--- src/rtl/branch_controller_if.sv ---
// Signal bundle between the pipeline and the branch controller.
// Covers the IF lookup, the EX resolve inputs, and the flush/redirect/statistics outputs.
interface branch_controller_if;
    logic [31:0] if_pc;
    logic        pred_taken;
    logic        ex_valid;
    logic        ex_branch;
    logic [2:0]  ex_func3;
    logic [31:0] ex_rs1;
    logic [31:0] ex_rs2;
    logic [31:0] ex_pc;
    logic [31:0] ex_imm;
    logic        ex_pred_taken;
    logic        flush;
    logic [31:0] redirect_pc;
    logic [31:0] branch_count;
    logic [31:0] mispredict_count;

    modport master (
        output if_pc, ex_valid, ex_branch, ex_func3, ex_rs1, ex_rs2,
               ex_pc, ex_imm, ex_pred_taken,
        input  pred_taken, flush, redirect_pc, branch_count, mispredict_count
    );

    modport slave (
        input  if_pc, ex_valid, ex_branch, ex_func3, ex_rs1, ex_rs2,
               ex_pc, ex_imm, ex_pred_taken,
        output pred_taken, flush, redirect_pc, branch_count, mispredict_count
    );
endinterface

--- src/rtl/branch_controller.sv ---
// EX-stage branch resolution with a direct-mapped table of 2-bit saturating counters.
// Mispredicts raise a registered one-cycle flush carrying the corrected fetch PC.
module branch_controller #(
    parameter int BHT_ENTRIES = 16
) (
    input logic          clk,
    input logic          rst,
    branch_controller_if.slave bus
);
    localparam int IDX_W = $clog2(BHT_ENTRIES);

    // Saturating 2-bit counter step toward the observed outcome.
    function automatic logic [1:0] ctr_step(input logic [1:0] ctr, input logic taken);
        logic [1:0] nxt;
        if (taken) begin
            nxt = (ctr == 2'b11) ? 2'b11 : ctr + 2'b01;
        end else begin
            nxt = (ctr == 2'b00) ? 2'b00 : ctr - 2'b01;
        end
        return nxt;
    endfunction

    // Saturating 32-bit increment.
    function automatic logic [31:0] sat_inc(input logic [31:0] v);
        return (v == 32'hFFFF_FFFF) ? v : v + 32'd1;
    endfunction

    logic [1:0]       bht_r [BHT_ENTRIES];
    logic             flush_r;
    logic [31:0]      redirect_r;
    logic [31:0]      branch_count_r;
    logic [31:0]      mispredict_count_r;

    logic [IDX_W-1:0] lookup_idx_s;
    logic [IDX_W-1:0] upd_idx_s;
    logic             cond_s;
    logic             legal_s;
    logic             resolve_s;
    logic             mispredict_s;
    logic [31:0]      target_s;
    logic [1:0]       upd_ctr_s;
    logic             unused_s;

    assign lookup_idx_s = bus.if_pc[IDX_W+1:2];
    assign upd_idx_s    = bus.ex_pc[IDX_W+1:2];
    assign unused_s     = ^{bus.if_pc[31:IDX_W+2], bus.if_pc[1:0]};

    // Branch condition evaluation; only BLT/BGE compare as signed.
    always_comb begin
        cond_s  = 1'b0;
        legal_s = 1'b1;
        case (bus.ex_func3)
            3'b000:  cond_s = (bus.ex_rs1 == bus.ex_rs2);
            3'b001:  cond_s = (bus.ex_rs1 != bus.ex_rs2);
            3'b100:  cond_s = ($signed(bus.ex_rs1) <  $signed(bus.ex_rs2));
            3'b101:  cond_s = ($signed(bus.ex_rs1) >= $signed(bus.ex_rs2));
            3'b110:  cond_s = (bus.ex_rs1 <  bus.ex_rs2);
            3'b111:  cond_s = (bus.ex_rs1 >= bus.ex_rs2);
            default: legal_s = 1'b0;
        endcase
    end

    // Resolve qualification and corrected target; EX is wrong-path while flush is high.
    always_comb begin
        resolve_s    = bus.ex_valid & bus.ex_branch & legal_s & ~flush_r;
        mispredict_s = resolve_s & (cond_s != bus.ex_pred_taken);
        upd_ctr_s    = ctr_step(bht_r[upd_idx_s], cond_s);
        if (cond_s) begin
            target_s = bus.ex_pc + bus.ex_imm;
        end else begin
            target_s = bus.ex_pc + 32'd4;
        end
    end

    // Prediction table: weakly not-taken after reset, trained on each resolve.
    always_ff @(posedge clk) begin
        if (rst) begin
            for (int i = 0; i < BHT_ENTRIES; i++) begin
                bht_r[i] <= 2'b01;
            end
        end else if (resolve_s) begin
            bht_r[upd_idx_s] <= upd_ctr_s;
        end
    end

    // Flush pulse and redirect target; redirect holds its value between mispredicts.
    always_ff @(posedge clk) begin
        if (rst) begin
            flush_r    <= 1'b0;
            redirect_r <= 32'h0000_0000;
        end else begin
            flush_r <= mispredict_s;
            if (mispredict_s) begin
                redirect_r <= target_s;
            end
        end
    end

    // Branch and mispredict statistics.
    always_ff @(posedge clk) begin
        if (rst) begin
            branch_count_r     <= 32'd0;
            mispredict_count_r <= 32'd0;
        end else begin
            if (resolve_s) begin
                branch_count_r <= sat_inc(branch_count_r);
            end
            if (mispredict_s) begin
                mispredict_count_r <= sat_inc(mispredict_count_r);
            end
        end
    end

    assign bus.pred_taken       = bht_r[lookup_idx_s][1];
    assign bus.flush            = flush_r;
    assign bus.redirect_pc      = redirect_r;
    assign bus.branch_count     = branch_count_r;
    assign bus.mispredict_count = mispredict_count_r;
endmodule

--- src/flat_wrapper.sv ---
// flat-port wrapper written by rule: the top's interface ports become plain ports
module branch_controller_flat 
#(
    parameter int BHT_ENTRIES = 16
)
  (clk, rst, bus_if_pc, bus_ex_valid, bus_ex_branch, bus_ex_func3, bus_ex_rs1, bus_ex_rs2, bus_ex_pc, bus_ex_imm, bus_ex_pred_taken, bus_pred_taken, bus_flush, bus_redirect_pc, bus_branch_count, bus_mispredict_count);
  branch_controller_if bus_i ();
  input logic clk;
  input logic rst;
  input wire logic [$bits(bus_i.if_pc)-1:0] bus_if_pc;
  input wire logic [$bits(bus_i.ex_valid)-1:0] bus_ex_valid;
  input wire logic [$bits(bus_i.ex_branch)-1:0] bus_ex_branch;
  input wire logic [$bits(bus_i.ex_func3)-1:0] bus_ex_func3;
  input wire logic [$bits(bus_i.ex_rs1)-1:0] bus_ex_rs1;
  input wire logic [$bits(bus_i.ex_rs2)-1:0] bus_ex_rs2;
  input wire logic [$bits(bus_i.ex_pc)-1:0] bus_ex_pc;
  input wire logic [$bits(bus_i.ex_imm)-1:0] bus_ex_imm;
  input wire logic [$bits(bus_i.ex_pred_taken)-1:0] bus_ex_pred_taken;
  output wire logic [$bits(bus_i.pred_taken)-1:0] bus_pred_taken;
  output wire logic [$bits(bus_i.flush)-1:0] bus_flush;
  output wire logic [$bits(bus_i.redirect_pc)-1:0] bus_redirect_pc;
  output wire logic [$bits(bus_i.branch_count)-1:0] bus_branch_count;
  output wire logic [$bits(bus_i.mispredict_count)-1:0] bus_mispredict_count;
  assign bus_i.if_pc = bus_if_pc;
  assign bus_i.ex_valid = bus_ex_valid;
  assign bus_i.ex_branch = bus_ex_branch;
  assign bus_i.ex_func3 = bus_ex_func3;
  assign bus_i.ex_rs1 = bus_ex_rs1;
  assign bus_i.ex_rs2 = bus_ex_rs2;
  assign bus_i.ex_pc = bus_ex_pc;
  assign bus_i.ex_imm = bus_ex_imm;
  assign bus_i.ex_pred_taken = bus_ex_pred_taken;
  assign bus_pred_taken = bus_i.pred_taken;
  assign bus_flush = bus_i.flush;
  assign bus_redirect_pc = bus_i.redirect_pc;
  assign bus_branch_count = bus_i.branch_count;
  assign bus_mispredict_count = bus_i.mispredict_count;
  branch_controller #(.BHT_ENTRIES(BHT_ENTRIES)) u_core (.clk(clk), .rst(rst), .bus(bus_i));
endmodule
--- config.mk ---
export PLATFORM = sky130hd
export DESIGN_NAME = branch_controller_flat
export DESIGN_NICKNAME = d
export VERILOG_FILES = /design/src/rtl/branch_controller_if.sv /design/src/rtl/branch_controller.sv /design/src/flat_wrapper.sv
export SDC_FILE = /design/constraint.sdc
export NUM_CORES = 1
export LEC_CHECK = 0
export CAP_MARGIN = 20
export CORE_UTILIZATION = 40
export CTS_CLUSTER_SIZE = 28
export DETAILED_ROUTE_END_ITERATION = 16
export PLACE_DENSITY = 0.69
export SYNTH_ARGS = -nofsm -noshare
export SYNTH_HDL_FRONTEND = slang
export SYNTH_SLANG_ARGS = --single-unit
--- constraint.sdc ---
create_clock -name clk -period 4.33 [get_ports clk]
set_input_delay 0.433 -clock clk [delete_from_list [all_inputs] [get_ports clk]]
set_output_delay 0.433 -clock clk [all_outputs]
set_load 0.05 [all_outputs]
# ---- Yosys cells after proc, flatten, opt, wreduce, memory -nomap -nowiden
# Memory sizes are Yosys's and may differ from the RTL's.
# Index checks and enable logic that the tools add are counted.
dict set report totals {
  register_bits 97
  ramBits 32
  in_bits 168
  word_cells 53
  memories 1
}
dict set report op_classes {
  add_sub_neg 6
  n_lt_le_gt_ge 4
  eq_ne 11
  n_mux 14
  bitwise_logic 7
  reduce_logical 6
}
# name depth word_bits rd rd_clocked_by_memory_dff wr line_no
set mem_list {}
lappend mem_list {u_core.bht_r 16 2 2 0 16 branch_controller.sv:28} ;# logic [1:0] bht_r [BHT_ENTRIES];
# cell count
set ops {}
lappend ops {{32-bit by 1-bit adder with 32-bit output, second input constant} 2}
lappend ops {{32-bit == test, second input constant} 2}
lappend ops {{32-bit >= comparator} 2}
lappend ops {{32-bit less-than comparator} 2}
lappend ops {{32-bit by 3-bit adder with 32-bit output, second input constant} 1}
lappend ops {{32-bit adder} 1}
lappend ops {{32-bit == test} 1}
lappend ops {{32-bit two-way mux} 1}
lappend ops {{32-bit inequality test} 1}
lappend ops {{3-bit == test, second input constant} 4}
lappend ops {{2-bit two-way mux} 4}
lappend ops {{1-bit two-way mux} 7}
lappend ops {{1-bit case mux with 6 select lines} 1}
lappend ops {{6-bit OR reduction} 1}
lappend ops {{1-bit AND} 4}
lappend ops {{4-bit two-way mux} 1}
lappend ops {{2-bit AND reduction} 2}
lappend ops {{3-bit by 1-bit == test with 1-bit output, second input constant} 1}
lappend ops {{3-bit logical NOT} 1}
lappend ops {{1-bit NOT} 3}
lappend ops {{2-bit by 1-bit adder with 2-bit output, second input constant} 1}
lappend ops {{2-bit == test, second input constant} 1}
lappend ops {{2-bit logical NOT} 1}
lappend ops {{2-bit OR reduction} 1}
lappend ops {{other kinds (2)} 2}

# ---- Depth between registers and ports, before layout
dict set report logic_depth {
  word_depth 10
  ltp_mapped 14
}

# ---- Worst setup path after synthesis
# No wires, ideal clock.
dict set report synth_path {
  kind {input-to-reg}
  from {in bus_ex_rs2[14]}
  to {reg u_core.mispredict_count_r[10] (netlist: u_core.bus.mispredict_count[10])}
  setup_ps 121
  arrival_time_ps 3255
  t_required_ps 4209
  path_slack_ps 955
  cell_stages 13
  path_cell_list {inv_1 ha_1 nand4_1 or4_4 nor4_4 xor2_1 a21oi_1 a211o_1 nor3_4 o21ai_2 buf_2 nor4_1 mux2_2}
}
dict set report synth_via {
  elab_chain_len 5
  elab_cells_between_ends 10
  classes_between {order compare (4); eq/ne (3); mux (1); bitwise (1); reduce/logical (1)}
}
# element line_no
set synth_rtl {}
lappend synth_rtl {{start, declared} flat_wrapper.sv:15} ;# input wire logic [$bits(bus_i.ex_rs2)-1:0] bus_ex_rs2;
lappend synth_rtl {{32-bit >= comparator (tied with other cells)} branch_controller.sv:58} ;# 3'b111: cond_s = (bus.ex_rs1 >= bus.ex_rs2);
lappend synth_rtl {{1-bit case mux with 6 select lines *} branch_controller.sv:52} ;# case (bus.ex_func3)
lappend synth_rtl {{1-bit inequality test *} branch_controller.sv:66} ;# mispredict_s = resolve_s & (cond_s != bus.ex_pred_taken);
lappend synth_rtl {{1-bit AND *} branch_controller.sv:66}
lappend synth_rtl {{2-bit AND reduction (no line) *} --}
lappend synth_rtl {{end signal, assigned} branch_controller.sv:109} ;# mispredict_count_r <= sat_inc(mispredict_count_r);
lappend synth_rtl {{end, declared} branch_controller.sv:32} ;# logic [31:0] mispredict_count_r;
# Mark *: on every way between the ends. The rest lies on a longest branch, timed or not.
# A chain may end at the register's enable or synchronous reset.

# ---- Worst setup path after layout
dict set report layout_path {
  from {in bus_ex_rs2[14]}
  to {reg u_core.mispredict_count_r[26] (netlist: u_core.bus.mispredict_count[26])}
}
# Same word-level chain as after synthesis.

==> impl_results.md <==
- Status: finished clean
- Final instance area: about 13,000 um^2
- RSZ-0062 raised after global routing: false
- Worst-skew pair later-pin latency: 0.42 ns
- Hold EP: u_core.bus.redirect_pc[18]
- Syn Std Cell Area: about 9200 um^2
- Hold slack: 0.453 ns
- TritonCTS clock tree: built
- Critical path arrival: between 4 and 5 ns
- Initial antenna violation count: 0
- Pin count of the biggest net entering global routing: 63
- Hold Crit Start: u_core.bus.redirect_pc[18]
- Via count: 8,911
- Tcrit/Tclk final: approximately 90%
- Share of power burned in registers: a little over a third
- DRC: 0
- Net switching power: around 0.0011 W
- Core ar.: between 20,000 and 25,000 um^2
- Cts bufs inserted: 17
- Clock share of power: between 40% and 50%
- DP HPWL: just over 20 mm
- Distinct cells, synth: 69
- Initial Utilization: roughly 40%
- Cell count of the worst reg-to-reg path: 9
- FF+latch area: roughly 2900 um^2
- Fill cells: about 2,100
- Hold Path Stages: 2
- EDFF count, synth: 32
- Clock sink count: 129
- Combinational fraction of design power: about 23%
- Die Ht: between 150 and 200 um
- Peak supply drop: 0.225 mV
- # H-tree levels: 4
- Largest family of logic cells by synthesized area: simple AND/OR/NAND/NOR gates
- Startpoint Class: input pin
- Layout net count: 1,571
- Simple-Gate Fraction of Synth Area: between 20% and 30%
- Setup_tns: 0 ns
- Root Driver: clkbuf_16
- Maximum clock rate: ~0.26 GHz
- PwrDens: roughly 280 nW/um^2
- Post-Synth XOR/XNOR Area: 7.51%
- Number of port buffers: roughly 240
- Crit Path Max Fanout: 4
- Syn. warnings: 0
- FF+latch count, synth: ~130
- Full die area: around 24,000 um^2
- Vias in the first global route: between 8,000 and 9,000
- Vias per std cell: approximately 5.5
- Mapped Cells: around 1,100
- Worst EP required: around 4.6 ns
- Slew Limit Fails: 0
- Die width: 154 um
- DRT Wirelength: about 27 mm
- Skew final: 0.00884 ns
- Register area share after synthesis: between 30% and 40%
- Asr flop ratio synth: 0%
- Hold Vio Cnt, Final: 0
- CTS Hold Bufs: 0
- Synth Net Count: roughly 1,300
- Headroom to the max-slew limit: 37.5%
- Global route overflow: 0
- Total iterations of the first detailed-routing run: 7
- Power Internal: around 0.0024 W
- Ports: between 200 and 300
- R2R Path End: u_core.bus.branch_count[30]
- RePlAce Congestion: 0.885
- Finish-stage setup viols: 0
- Number of setup buffers added after CTS: 0
- Worst-Margin Slew: just over 0.9 ns
- GR Util All Layers: a little under a quarter
- Compound-Gate Fraction of Synth Area: 17.6%
- Layout cells sized above 1: roughly 6.3%
- Dpl cell area: roughly 12,000 um^2
- Area delta synth->final: 35.8%
- Setup CP Type: in2reg
- Post-route ant nets: 0
- Worst-path clk slew: 0.06 ns
- Multi-input logic area: 5910 um^2
- Syn_area_per_cell: roughly 8.3 um^2
- Crit end category: flop
- FF-to-FF setup slack: roughly 1.7 ns
- WL per Instance: 16.4 um
- Hold WC Path Type: reg2reg
- Switching share of power: a little under a third
- Top_reg_cell synth: dfxtp_1
- MaxCap Viol Count: 0
- Period minus WS final: slightly below 4 ns
- Num rows: 55
- Adder-cell share of the synthesized area: under 10%
- Mux contribution to synthesized area: under 10%
- # diodes: 0
- Leakage: 4.77 nW
- Clock buffer depth: 2
- CTS resizes: 0
- First-pass GRT wire length: around 43 mm
- Reg-to-reg startpoint: u_core.bus.branch_count[8]
- Initial DRC Count: ~570
## registers in the layout, summed over array words and instances, names as in the netlist
| signal | count |
|---|---|
| u_core.bht_r | 32 |
| u_core.bus.branch_count | 32 |
| u_core.bus.redirect_pc | 32 |
| u_core.bus.flush | 1 |
| u_core.bus.mispredict_count | 32 |
## cell usage after synthesis (4+ instances only)
master	number	area, um^2
a211oi_1	15	113
a21o_1	22	165
a21oi_1	89	445
a22o_1	6	52.6
a31oi_1	4	25.0
and2_1	11	68.8
and3_1	33	206
and4_1	7	61.3
buf_2	6	30.0
clkbuf_1	34	128
dfxtp_1	97	1940
edfxtp_1	32	961
ha_1	69	863
inv_1	61	229
mux2_2	7	78.8
mux2i_1	5	50.1
mux4_2	14	315
nand2_1	109	409
nand2b_1	20	125
nand3_1	58	290
nand4_1	27	169
nor2_1	94	353
nor2b_1	15	93.8
nor3_1	18	90.1
nor4_1	6	37.5
o211ai_1	17	128
o21a_1	7	52.6
o21ai_0	40	200
o21bai_1	5	37.5
o31ai_1	10	75.1
or3_1	20	125
or4_1	8	60.1
xnor2_1	40	350
xor2_1	39	342
## cell type report
type | instances | area share [%]
inverter | 61 | 1.83
sequential | 129 | 23.2
multi-input combinational | 869 | 47.2
clock buffer | 18 | 3.60
tap | 285 | 2.85
clock inverter | 14 | 1.07
timing repair buffer | 255 | 20.2
## logic make-up after synthesis
family | after synthesis
fa+ha+maj | 72
buf+inv | 105
mux | 27
xor+xnor | 79
flops | 129
simple gates | 439
compound gates | 252
## power groups by stage
stage / logic, W / clock network [W] / registers (W)
after floorplan: 0.000426 / 0 / 0.00135
after global placement: 0.000784 / 0 / 0.00130
after detailed placement: 0.000792 / 0 / 0.00130
after CTS: 0.000798 / 0.00145 / 0.00127
after global routing: 0.000870 / 0.00150 / 0.00128
final: 0.000796 / 0.00142 / 0.00127
## metal layers
metal / up-vias / track usage (%) / share of wire (%)
met5: - / 0 / 0
met4: 0 / 5.76 / 1.2
met3: 22 / 4.14 / 5.0
met2: 259 / 40.2 / 49
met1: 4144 / 28.1 / 45
li1: 4486 / - / -
## metrics by stage
step | utilization, % | cells | total power [W] | setup WS [ns]
after floorplan | - | 1103 | 0.00178 | 0.955
after global placement | 52.7 | 1599 | 0.00208 | 0.0635
after detailed placement | 52.7 | 1599 | 0.00209 | -0.00527
after CTS | 55.2 | 1631 | 0.00352 | 0.432
after global routing | 55.2 | 1631 | 0.00365 | 0.230
final | 55.2 | 1631 | 0.00349 | 0.436
## worst max-delay path, stage by stage
cell and delay [ns]:
clkdlybuf4s50_1 0.45, inv_1 0.05, ha_1 0.31, nand4_1 0.19, or4_4 0.55, nor4_4 0.31
xor2_1 0.17, a21oi_1 0.12, a211oi_2 0.31, nand3_1 0.27, a2111oi_2 0.45, and4_1 0.27
mux2_1 0.32
## placed cells by master (no fill, tap or decap), types with 8 or more instances in the layout
cell             count
or3_1               20
edfxtp_1            32
or4_1                8
and2_1              11
a21oi_1             89
dfxtp_1             97
a21o_1              22
o21ai_0             40
nor2_1              94
buf_4               16
nand2b_1            20
nor2b_1             15
xor2_1              39
nand2_1            108
nor3_1              18
mux4_2              14
clkbuf_16           18
ha_1                69
xnor2_1             40
inv_1               61
nand4_1             27
and3_1              33
o211ai_1            17
o31ai_1             10
a211oi_1            15
nand3_1             58
clkdlybuf4s50_1    236
## worst max path at each step
stage | to | depth (start not counted) | start | slack (ns)
5_1_grt | u_core.bus.mispredict_count[26] | 13 | bus_ex_rs2[14] | 0.23
6_report | u_core.bus.mispredict_count[26] | 13 | bus_ex_rs2[14] | 0.44
2_1_floorplan | u_core.bus.mispredict_count[10] | 13 | bus_ex_rs2[14] | 0.95
3_5_place_dp | u_core.bus.mispredict_count[26] | 13 | bus_ex_rs2[14] | -0.005
3_3_place_gp | u_core.bus.mispredict_count[26] | 13 | bus_ex_rs2[14] | 0.06
4_1_cts | u_core.bus.mispredict_count[26] | 13 | bus_ex_rs2[14] | 0.43
Power figures use the tool's default switching activity.
